==> src/rtl/tmr_axil_regfile.sv <==
// Single replica of an eight-entry AXI4-Lite register file sitting behind the TMR voter.
// Defining REGFILE_FAULT_INJECT_EN turns register 7 into an XOR fault mask applied to reads of registers 0-6.
module tmr_axil_regfile #(
    parameter int C_S_AXI_DATA_WIDTH = 32,
    parameter int C_S_AXI_ADDR_WIDTH = 32,
    parameter int C_NUM_REGS         = 8
) (
    input  logic                            s_axi_aclk,
    input  logic                            s_axi_reset,
    input  logic [C_S_AXI_ADDR_WIDTH-1:0]   s_axi_awaddr,
    input  logic [2:0]                      s_axi_awprot,
    input  logic                            s_axi_awvalid,
    output logic                            s_axi_awready,
    input  logic [C_S_AXI_DATA_WIDTH-1:0]   s_axi_wdata,
    input  logic [C_S_AXI_DATA_WIDTH/8-1:0] s_axi_wstrb,
    input  logic                            s_axi_wvalid,
    output logic                            s_axi_wready,
    output logic [1:0]                      s_axi_bresp,
    output logic                            s_axi_bvalid,
    input  logic                            s_axi_bready,
    input  logic [C_S_AXI_ADDR_WIDTH-1:0]   s_axi_araddr,
    input  logic [2:0]                      s_axi_arprot,
    input  logic                            s_axi_arvalid,
    output logic                            s_axi_arready,
    output logic [C_S_AXI_DATA_WIDTH-1:0]   s_axi_rdata,
    output logic [1:0]                      s_axi_rresp,
    output logic                            s_axi_rvalid,
    input  logic                            s_axi_rready
);

    localparam int          STRB_W      = C_S_AXI_DATA_WIDTH / 8;
    localparam logic [1:0]  RESP_OKAY   = 2'b00;
    localparam logic [1:0]  RESP_SLVERR = 2'b10;

    // Handshake rule on every channel: a beat transfers on the rising edge where valid && ready are both high;
    // valid never waits on ready, and a response holds valid and payload stable until it transfers.

    typedef enum logic { W_IDLE, W_RESP } w_state_t;
    typedef enum logic { R_IDLE, R_DATA } r_state_t;

    typedef struct packed {
        w_state_t w_state;
        r_state_t r_state;
        logic     aw_latched;
        logic     w_latched;
    } fsm_dbg_t;

    w_state_t                        w_state;
    r_state_t                        r_state;
    fsm_dbg_t                        fsm_dbg;
    logic [C_S_AXI_DATA_WIDTH-1:0]   regs [C_NUM_REGS];

    logic                            aw_latched;
    logic                            w_latched;
    logic [C_S_AXI_ADDR_WIDTH-1:0]   aw_addr_q;
    logic [C_S_AXI_DATA_WIDTH-1:0]   w_data_q;
    logic [STRB_W-1:0]               w_strb_q;
    logic                            bvalid_q;
    logic [1:0]                      bresp_q;

    logic                            rvalid_q;
    logic [1:0]                      rresp_q;
    logic [C_S_AXI_DATA_WIDTH-1:0]   rdata_q;

    logic                            aw_hs;
    logic                            w_hs;
    logic                            ar_hs;
    logic                            commit;
    logic [C_S_AXI_ADDR_WIDTH-1:0]   cur_awaddr;
    logic [C_S_AXI_DATA_WIDTH-1:0]   cur_wdata;
    logic [STRB_W-1:0]               cur_wstrb;
    logic                            w_in_range;
    logic [2:0]                      w_idx;
    logic                            r_in_range;
    logic [2:0]                      r_idx;
    logic [C_S_AXI_DATA_WIDTH-1:0]   rd_value;
    logic                            unused_ok;

    assign s_axi_awready = !s_axi_reset && (w_state == W_IDLE) && !aw_latched;
    assign s_axi_wready  = !s_axi_reset && (w_state == W_IDLE) && !w_latched;
    assign s_axi_arready = !s_axi_reset && (r_state == R_IDLE);
    assign s_axi_bvalid  = bvalid_q;
    assign s_axi_bresp   = bresp_q;
    assign s_axi_rvalid  = rvalid_q;
    assign s_axi_rresp   = rresp_q;
    assign s_axi_rdata   = rdata_q;

    assign aw_hs = s_axi_awvalid && s_axi_awready;
    assign w_hs  = s_axi_wvalid && s_axi_wready;
    assign ar_hs = s_axi_arvalid && s_axi_arready;

    // A beat arriving on this edge takes priority over the (necessarily empty) latch for its channel.
    assign cur_awaddr = aw_hs ? s_axi_awaddr : aw_addr_q;
    assign cur_wdata  = w_hs ? s_axi_wdata : w_data_q;
    assign cur_wstrb  = w_hs ? s_axi_wstrb : w_strb_q;
    assign commit     = (w_state == W_IDLE) && (aw_latched || aw_hs) && (w_latched || w_hs);

    assign w_in_range = (cur_awaddr[C_S_AXI_ADDR_WIDTH-1:5] == '0);
    assign w_idx      = cur_awaddr[4:2];
    assign r_in_range = (s_axi_araddr[C_S_AXI_ADDR_WIDTH-1:5] == '0);
    assign r_idx      = s_axi_araddr[4:2];

    assign fsm_dbg = '{w_state: w_state, r_state: r_state, aw_latched: aw_latched, w_latched: w_latched};

`ifdef REGFILE_FAULT_INJECT_EN
    localparam logic [2:0] MASK_IDX = 3'(C_NUM_REGS - 1);

    always_comb begin
        rd_value = regs[r_idx];
        if (r_idx != MASK_IDX) begin
            rd_value = regs[r_idx] ^ regs[MASK_IDX];
        end
    end
`else
    always_comb begin
        rd_value = regs[r_idx];
    end
`endif

    always_ff @(posedge s_axi_aclk) begin
        if (s_axi_reset) begin
            w_state    <= W_IDLE;
            aw_latched <= 1'b0;
            w_latched  <= 1'b0;
            aw_addr_q  <= '0;
            w_data_q   <= '0;
            w_strb_q   <= '0;
            bvalid_q   <= 1'b0;
            bresp_q    <= RESP_OKAY;
            for (int i = 0; i < C_NUM_REGS; i++) begin
                regs[i] <= '0;
            end
        end else begin
            case (w_state)
                W_IDLE: begin
                    if (aw_hs) begin
                        aw_latched <= 1'b1;
                        aw_addr_q  <= s_axi_awaddr;
                    end
                    if (w_hs) begin
                        w_latched <= 1'b1;
                        w_data_q  <= s_axi_wdata;
                        w_strb_q  <= s_axi_wstrb;
                    end
                    if (commit) begin
                        w_state  <= W_RESP;
                        bvalid_q <= 1'b1;
                        if (w_in_range) begin
                            bresp_q <= RESP_OKAY;
                            for (int b = 0; b < STRB_W; b++) begin
                                if (cur_wstrb[b]) begin
                                    regs[w_idx][8*b +: 8] <= cur_wdata[8*b +: 8];
                                end
                            end
                        end else begin
                            bresp_q <= RESP_SLVERR;
                        end
                    end
                end
                W_RESP: begin
                    if (s_axi_bready) begin
                        w_state    <= W_IDLE;
                        bvalid_q   <= 1'b0;
                        aw_latched <= 1'b0;
                        w_latched  <= 1'b0;
                    end
                end
                default: w_state <= W_IDLE;
            endcase
        end
    end

    // Reads sample regs before this edge's write lands, so a same-edge collision returns the old value.
    always_ff @(posedge s_axi_aclk) begin
        if (s_axi_reset) begin
            r_state  <= R_IDLE;
            rvalid_q <= 1'b0;
            rresp_q  <= RESP_OKAY;
            rdata_q  <= '0;
        end else begin
            case (r_state)
                R_IDLE: begin
                    if (ar_hs) begin
                        r_state  <= R_DATA;
                        rvalid_q <= 1'b1;
                        rresp_q  <= r_in_range ? RESP_OKAY : RESP_SLVERR;
                        rdata_q  <= r_in_range ? rd_value : '0;
                    end
                end
                R_DATA: begin
                    if (s_axi_rready) begin
                        r_state  <= R_IDLE;
                        rvalid_q <= 1'b0;
                    end
                end
                default: r_state <= R_IDLE;
            endcase
        end
    end

    assign unused_ok = ^{s_axi_awprot, s_axi_arprot, cur_awaddr[1:0], s_axi_araddr[1:0], fsm_dbg};

endmodule

==> config.mk <==
export PLATFORM = sky130hd
export DESIGN_NAME = tmr_axil_regfile
export DESIGN_NICKNAME = d
export VERILOG_FILES = /design/src/rtl/tmr_axil_regfile.sv
export SDC_FILE = /design/constraint.sdc
export NUM_CORES = 1
export LEC_CHECK = 0
export ABC_AREA = 1
export BUFFER_PORTS_ARGS = -buffer_cell sky130_fd_sc_hd__buf_2
export CAP_MARGIN = 20
export CORE_MARGIN = 5
export CORE_UTILIZATION = 45
export DETAILED_ROUTE_END_ITERATION = 16
export PLACE_DENSITY = 0.73
export RECOVER_POWER = 25
export SYNTH_ARGS = -nofsm -noshare
export SYNTH_HDL_FRONTEND = slang
export SYNTH_SLANG_ARGS = --single-unit
==> constraint.sdc <==
create_clock -name s_axi_aclk -period 2.75 [get_ports s_axi_aclk]
set_input_delay 0.1375 -clock s_axi_aclk [delete_from_list [all_inputs] [get_ports s_axi_aclk]]
set_output_delay 0.1375 -clock s_axi_aclk [all_outputs]
set_load 0.01 [all_outputs]
Yosys cells after proc, flatten, opt, wreduce, memory -nomap -nowiden

Memory sizes are Yosys's and may differ from the RTL's.
Cells that the tools add are included.

Input port bits: 113
Bits in writable memories: 256
Register bits: 110
Output and inout port bits: 41
Memories: 1

Bitwise operators: 2
Equality and inequality tests: 6
Reduce and logical (&&, ||, !) cells: 24
Muxes and demuxes: 51

Memory list:

| memory | words | bits a word | rd ports | clocked after memory_dff | wr ports | RTL line | RTL |
|---|---|---|---|---|---|---|---|
| regs   | 8     | 32          | 1        | 0                        | 8        | 51       | `logic [C_S_AXI_DATA_WIDTH-1:0] regs [C_NUM_REGS];` |

Operators with widths:

| operator                              | count |
|---|---|
| 32-bit 2-to-1 mux                     | 4 |
| 27-bit logical NOT                    | 2 |
| 1-bit 2-to-1 mux                      | 36 |
| 32-bit OR reduction                   | 1 |
| 2-bit AND reduction                   | 7 |
| 2-bit != test (second input constant) | 6 |
| 1-bit case mux with 2 select lines    | 6 |
| 1-bit logical AND                     | 9 |
| 4-bit 2-to-1 mux                      | 2 |
| 2-bit 2-to-1 mux                      | 2 |
| 1-bit logical NOT                     | 3 |
| 3-bit 2-to-1 mux                      | 1 |
| 1-bit logical OR                      | 2 |
| 1-bit NOT                             | 2 |

Longest topological paths before layout

Gate-level depths: netlist of run 1.

Depth after elaboration: 13
Gate-level depth with buffers: 14
Mapped depth without buffers: 11

Worst setup path after synthesis of run 1

OpenSTA, ideal clock, no wires.

Kind: register to register
From: register w_state
To: memory regs[0][10], enable pin
Clock period less this slack: 2.386 ns
Arrival time: 2.057 ns
Slack: 0.364 ns
Stages on the path, launching flop included: 11
Cells stage by stage: dfxtp_1 > buf_6 > inv_4 > nand2_2 > nor2_4 > nand2_2 > nand2_2 > o2111ai_4 > nor2_4 > nand4_4 > nand2_1

RTL lines:

| item                     | RTL line | RTL |
|---|---|---|
| start: declaration       | 48       | `w_state_t w_state;` |
| start signal: assignment | 122      | `w_state <= W_IDLE;` |
| start signal: assignment | 146      | `w_state <= W_RESP;` |
| start signal: assignment | 162      | `w_state <= W_IDLE;` |
| end: declaration         | 51       |  |

==> summary.txt, run 1 <==
outcome: finished clean
max-cap violations: 0
DRT Pass-1 Iters: 6
final setup fails: 0
synthesized area per cell: 9.912 sq um
Clock Skews: 0.01438 ns
share of layout cells above drive strength 1: 0.1698
Worst Setup End Kind: flop
insertion delay to the later sink of the worst-skew pair: 0.52 ns
Area Growth Syn to Fin: 19.57%
r2r setup slk: 0.14 ns
final worst-path cycle share: 0.9485
setup TNS: 0 ns
DR DRC count: 0
Achievable Freq: 0.3834 GHz
worst path cell trace: buf_4, inv_4, nand2_2, nor2_4, nand2_2, buf_4, mux2i_1, clkbuf_1, nor2_1
family with the most delay on the worst path: buffers and inverters
Warnings, synthesis: 0
NumNets Final: 1962
post-synth top area cell: edfxtp_1
postcts setup bufs: 0
Crit-path slowest cell: buf_4
Post-synth EDFFs: 256
Die W: 198.9 um
wire length per cell: 17.34 um
predominant post-synthesis flop cell: edfxtp_1
Worst Path Arrival: 2.85 ns
cell area after synthesis: 16060 sq um
most frequent cell after synthesis: nor2_1
Die Footprint: 39560 sq um
Commonest cells post-synth: nor2_1 (456), nand2_1 (277), edfxtp_1 (256), o21ai_0 (129), dfxtp_1 (106)
CTS Buf Count: 38
Pwr Density: 639.4 nW/um^2
CTS tree: yes
final hold vios: 0
clk slew on worst S/H paths: 0.06 ns
fill count: 3111
Synth async-reset ratio: 0
worst min path class: input port to flop
Starting Density: 0.4537
Hold WS: 0.02510 ns
RSZ-0062 raised after global routing: no
worst slew pin tran: 0.8922 ns
worst relative slew slack: 0.4046
H-tree depth: 2
top cell type's share of synthesized area: 0.4787
Synth Instances: 1620
drt total wl: 40.56 mm
CP Data Required Time: 2.99 ns
largest cells by area after synthesis: edfxtp_1 (48%), dfxtp_1 (13%), nor2_1 (11%)
routed vias: 12474
clk sinks: 362
Leak: 7.892 nW
Buf/Inv on CP: 4
Initial DRC Count: 961
Slew Limit Fails: 0
global-route wire length before repair: 63.94 mm
hpwl dp: 27.40 mm
Crit Path Category: flop to flop
Ant. Diodes: 0
grt ovf: 0
Crit path largest cell delay: 0.57 ns
#FFs+latches synth: 362
Die Span Y: 198.9 um
I/O pins: 154
post-synthesis sequential area ratio: 0.6109
Tot GR Track Use: 0.2016
CTS root buf: clkbuf_16
crit start category: flop
GPL Wtd Cong: 0.8659
min Tclk post-route: 2.608 ns
worst-path fanout max: 33
port bufs: 141
VDD IR max: 0.3836 mV
DRT antenna net count: 0
row cnt: 69
Placeable Area: 35400 sq um
largest net degree at the start of global routing: 79
number of global-route vias before repair: 12341
Netlist cell types: 36
vias per cell: 5.331
initial antenna violation count: 0
CTS Buffer Depth: 3
==> area by class of cell <==
type                    count  area [sq um]  area share
flip-flops and latches    362          9809      0.5109
clock buffers              60          1181     0.06151
inverters                  65         247.7     0.01290
well taps                 461         576.8     0.03004
repair buffers            278          1768     0.09208
clock inverters            10         47.55    0.002476
multi-input cells        1104          5570      0.2901
==> worst min-delay path, stage by stage <==
cell and delay, ns:
buf_2 0.08, inv_1 0.03, nand4_1 0.10, nand2_1 0.07, nor2_1 0.07
==> routing by layer <==
metal  routed length [um]  vias up  GRT usage
met2                19820      476     0.3430
met4                  978        0    0.05851
li1                     -     5970          -
met3                 3074       76    0.03201
met1                16690     5952     0.2689
met5                    0        -          0
==> placed cells by master, fill, tap and decap left out, types with 2 or more instances in the layout <==
cell | synthesis | layout
nor2_1 | 456 | 456
nand2_1 | 277 | 262
edfxtp_1 | 256 | 256
o21ai_0 | 129 | 136
dfxtp_1 | 106 | 106
buf_2 | 9 | 102
buf_4 | 4 | 74
clkbuf_1 | 62 | 69
o22ai_1 | 64 | 64
inv_1 | 62 | 61
a21oi_1 | 41 | 41
clkbuf_16 | 0 | 41
mux2i_1 | 32 | 32
nand4_4 | 30 | 29
dlygate4sd3_1 | 0 | 29
nand2_2 | 5 | 20
nand4_1 | 17 | 18
clkbuf_8 | 0 | 8
buf_12 | 3 | 8
nor4_1 | 7 | 7
nor2_4 | 5 | 6
nor2_2 | 7 | 6
clkinv_2 | 0 | 6
clkbuf_2 | 0 | 6
o211ai_1 | 5 | 5
o21ai_1 | 11 | 5
clkinv_1 | 1 | 5
nor2_8 | 4 | 4
nand3_1 | 3 | 3
nand4_2 | 2 | 2
conb_1 | 1 | 2
==> sequential cells by signal, summed over array words and instances, names as in the netlist <==
| register | cells |
|---|---|
| s_axi_rvalid | 1 |
| w_strb_q | 4 |
| s_axi_rresp | 1 |
| regs | 256 |
| w_latched | 1 |
| s_axi_bvalid | 1 |
| r_state | 1 |
| w_data_q | 32 |
| aw_latched | 1 |
| w_state | 1 |
| s_axi_rdata | 32 |
| s_axi_bresp | 1 |
| aw_addr_q | 30 |
==> timing repair <==
| action | in CTS | in global routing |
|---|---|---|
| setup endpoints to repair | 4 | 259 |
| endpoints found under the hold margin | 33 | 0 |
| gates cloned | 0 | 1 |
| resized for setup | 1 | 14 |
| hold buffers | 29 | 0 |
==> through the flow <==
stage / std cells / setup slack (ns) / utilization / power [mW] / instance area, sq um
4_1_cts: 2339 / 0.02490 / 0.5458 / 12.40 / 19320
3_5_place_dp: 2240 / 0.02339 / 0.5029 / 7.438 / 17800
6_report: 2340 / 0.1417 / 0.5425 / 12.28 / 19200
3_3_place_gp: 2240 / 0.04980 / 0.5029 / 7.403 / 17800
2_1_floorplan: 1621 / 0.3640 / - / 6.967 / 16060
5_1_grt: 2340 / 0.001956 / 0.5425 / 12.75 / 19200
==> cell families (layout without fill, tap and decap cells) <==
kind of cell / after synthesis / in the layout / share of synthesized area
AOI/OAI and AO/OA: 253 / 253 / 0.08633
buffers and inverters: 156 / 413 / 0.04457
DFF: 362 / 362 / 0.6109
other: 1 / 2 / 0.0002335
and+or+nand+nor: 816 / 817 / 0.2380
muxes: 32 / 32 / 0.01995
==> power by group <==
part	switching, mW	leakage (nW)	internal (mW)
Sequential	0.0638	3.51	6.02
Clock	1.99	0.605	2.95
Combinational	0.854	3.78	0.400
Total	2.91	7.89	9.37
==> path summary, 6_finish.rpt <==
| kind | start | to | cells after the start |
|---|---|---|---|
| worst max-delay path | w_state | regs[5][14] | 9 |
| worst min-delay path | s_axi_awaddr[6] | aw_addr_q[6] | 5 |
| worst max register to register | w_state | regs[5][14] | 9 |
| worst min register to register | s_axi_rdata[19] | s_axi_rdata[19] | 2 |
Power figures use the tool's default switching activity.
==> run 2, diff against run 1 <==
Settings changed: CTS_BUF_LIST set to sky130_fd_sc_hd__clkbuf_16.
==> summary.txt, run 2 (synthesis results as in run 1) <==
DRT Pass-1 Iters: 8 (was 6)
Largest Register: regs (unchanged)
outcome: finished clean (unchanged)
CTS Buffer Depth: 3 (unchanged)
DR DRC count: 0 (unchanged)
max FFs per register: 256 (unchanged)
commonest cells after routing, fill and taps aside: nor2_1 (456), nand2_1 (259), edfxtp_1 (256) (was nor2_1 (456), nand2_1 (262), edfxtp_1 (256))
final worst-path cycle share: 0.9423 (was 0.9485)
grt ovf: 0 (unchanged)
CTS Buf Count: 38 (unchanged)
vias per cell: 5.327 (was 5.331)
worst slew pin tran: 0.8410 ns (was 0.8922 ns)
largest net degree at the start of global routing: 79 (unchanged)
Die Span Y: 198.9 um (unchanged)
clk slew on worst S/H paths: 0.06 ns (about the same)
CTS tree: yes (unchanged)
Placeable Area: 35400 sq um (unchanged)
Achievable Freq: 0.3859 GHz (was 0.3834 GHz)
global-route wire length before repair: 63.61 mm (was 63.94 mm)
worst relative slew slack: 0.4387 (was 0.4046)
insertion delay to the later sink of the worst-skew pair: 0.52 ns (about the same)
CP Data Required Time: 3.00 ns (was 2.99 ns)
initial antenna violation count: 0 (unchanged)
Die Footprint: 39560 sq um (unchanged)
min Tclk post-route: 2.591 ns (was 2.608 ns)
DRT antenna net count: 0 (unchanged)
Starting Density: 0.4537 (unchanged)
port bufs: 141 (unchanged)
VDD IR max: 0.4095 mV (was 0.3836 mV)
fill count: 3137 (was 3111)
routed vias: 12461 (was 12474)
wire length per cell: 17.27 um (was 17.34 um)
placed cell area: 17800 sq um (unchanged)
row cnt: 69 (unchanged)
Worst Path Arrival: 2.84 ns (was 2.85 ns)
most common cell after layout, fill and taps aside: nor2_1 (unchanged)
Register Area: 9809 sq um (unchanged)
worst min path class: input port to flop (unchanged)
hpwl dp: 27.40 mm (unchanged)
share of layout cells above drive strength 1: 0.1677 (was 0.1698)
Worst Setup End Kind: flop (unchanged)
final setup fails: 0 (unchanged)
drt total wl: 40.41 mm (was 40.56 mm)
H-tree depth: 2 (unchanged)
Slew Limit Fails: 0 (unchanged)
worst-path fanout max: 33 (unchanged)
Initial DRC Count: 1034 (was 961)
postcts setup bufs: 0 (unchanged)
setup TNS: 0 ns (unchanged)
RSZ-0062 raised after global routing: no (unchanged)
GPL Wtd Cong: 0.8659 (unchanged)
number of global-route vias before repair: 12264 (was 12341)
Tot GR Track Use: 0.2009 (was 0.2016)
Die W: 198.9 um (unchanged)
I/O pins: 154 (unchanged)
crit start category: flop (unchanged)
Area Growth Syn to Fin: 19.07% (was 19.57%)
multi-input logic area: 5588 sq um (was 5570 sq um)
Ant. Diodes: 0 (unchanged)
Crit Path Category: flop to flop (unchanged)
CTS root buf: clkbuf_16 (unchanged)
NumNets Final: 1961 (was 1962)
Leak: 7.900 nW (was 7.892 nW)
final hold vios: 0 (unchanged)
max-cap violations: 0 (unchanged)
fin area: 19120 sq um (was 19200 sq um)
clk sinks: 362 (unchanged)
Pwr Density: 627.4 nW/um^2 (was 639.4 nW/um^2)
Clock Skews: 0.01356 ns (was 0.01438 ns)
## run 2: area by class of cell
cell class	count	share of cell area
clock buffer	41	0.05366
clock inverter	29	0.006217
inverter	65	0.01296
multi-input combinational	1104	0.2923
timing repair buffer	277	0.09168
tap	461	0.03017
sequential	362	0.5131
## run 2: worst paths after layout
kind	slack, ns	to	start	cells after the start
max	0.16	regs[7][26]	w_state	9
min	0.03	aw_addr_q[8]	s_axi_awaddr[8]	5
max reg2reg	0.16	regs[7][26]	w_state	9
min reg2reg	0.46	s_axi_rdata[19]	s_axi_rdata[19]	2
## run 2: repair_timing
action                     4_1_cts  5_1_grt
resized for setup                1       17
setup endpoints to repair        4      259
hold endpoints to repair        32        0
hold buffers                    28        0
cloned                           0        1
## run 2: power by group
part | leakage, nW | internal (mW) | switching (mW) | total [mW]
clock | 0.610 | 2.67 | 1.99 | 4.66
sequential | 3.51 | 6.02 | 0.0632 | 6.08
combinational | 3.78 | 0.398 | 0.853 | 1.25
## run 2: per-layer routing
layer | share of wire | up-vias | GRT usage | routed length, um
met5 | 0 | - | 0 | 0
met4 | 0.024 | 0 | 0.05674 | 950
met3 | 0.074 | 76 | 0.03201 | 2995
met2 | 0.49 | 455 | 0.3428 | 19740
met1 | 0.41 | 5960 | 0.2676 | 16720
li1 | - | 5970 | - | -
## run 2: critical path: stages, from the launching register on
cell,delay (ns)
dfxtp_1,0.43
buf_4,0.20
inv_4,0.07
nand2_2,0.08
nor2_2,0.05
nand2_2,0.07
buf_4,0.57
mux2i_1,0.26
clkbuf_1,0.46
nor2_1,0.11
## run 2: per-stage QoR
stage / std cells / power [mW] / util / hold WS (ns) / setup slack [ns]
6_report: 2339 / 11.99 / 0.5402 / 0.03289 / 0.1586
5_1_grt: 2339 / 12.48 / 0.5402 / 0.03203 / 0.004227
4_1_cts: 2338 / 12.12 / 0.5432 / 0.001016 / 0.02468
3_5_place_dp: 2240 / 7.438 / 0.5029 / 0.3642 / 0.02339
3_3_place_gp: 2240 / 7.403 / 0.5029 / 0.3482 / 0.04980
2_1_floorplan: 1621 / 6.967 / - / 0.2291 / 0.3640
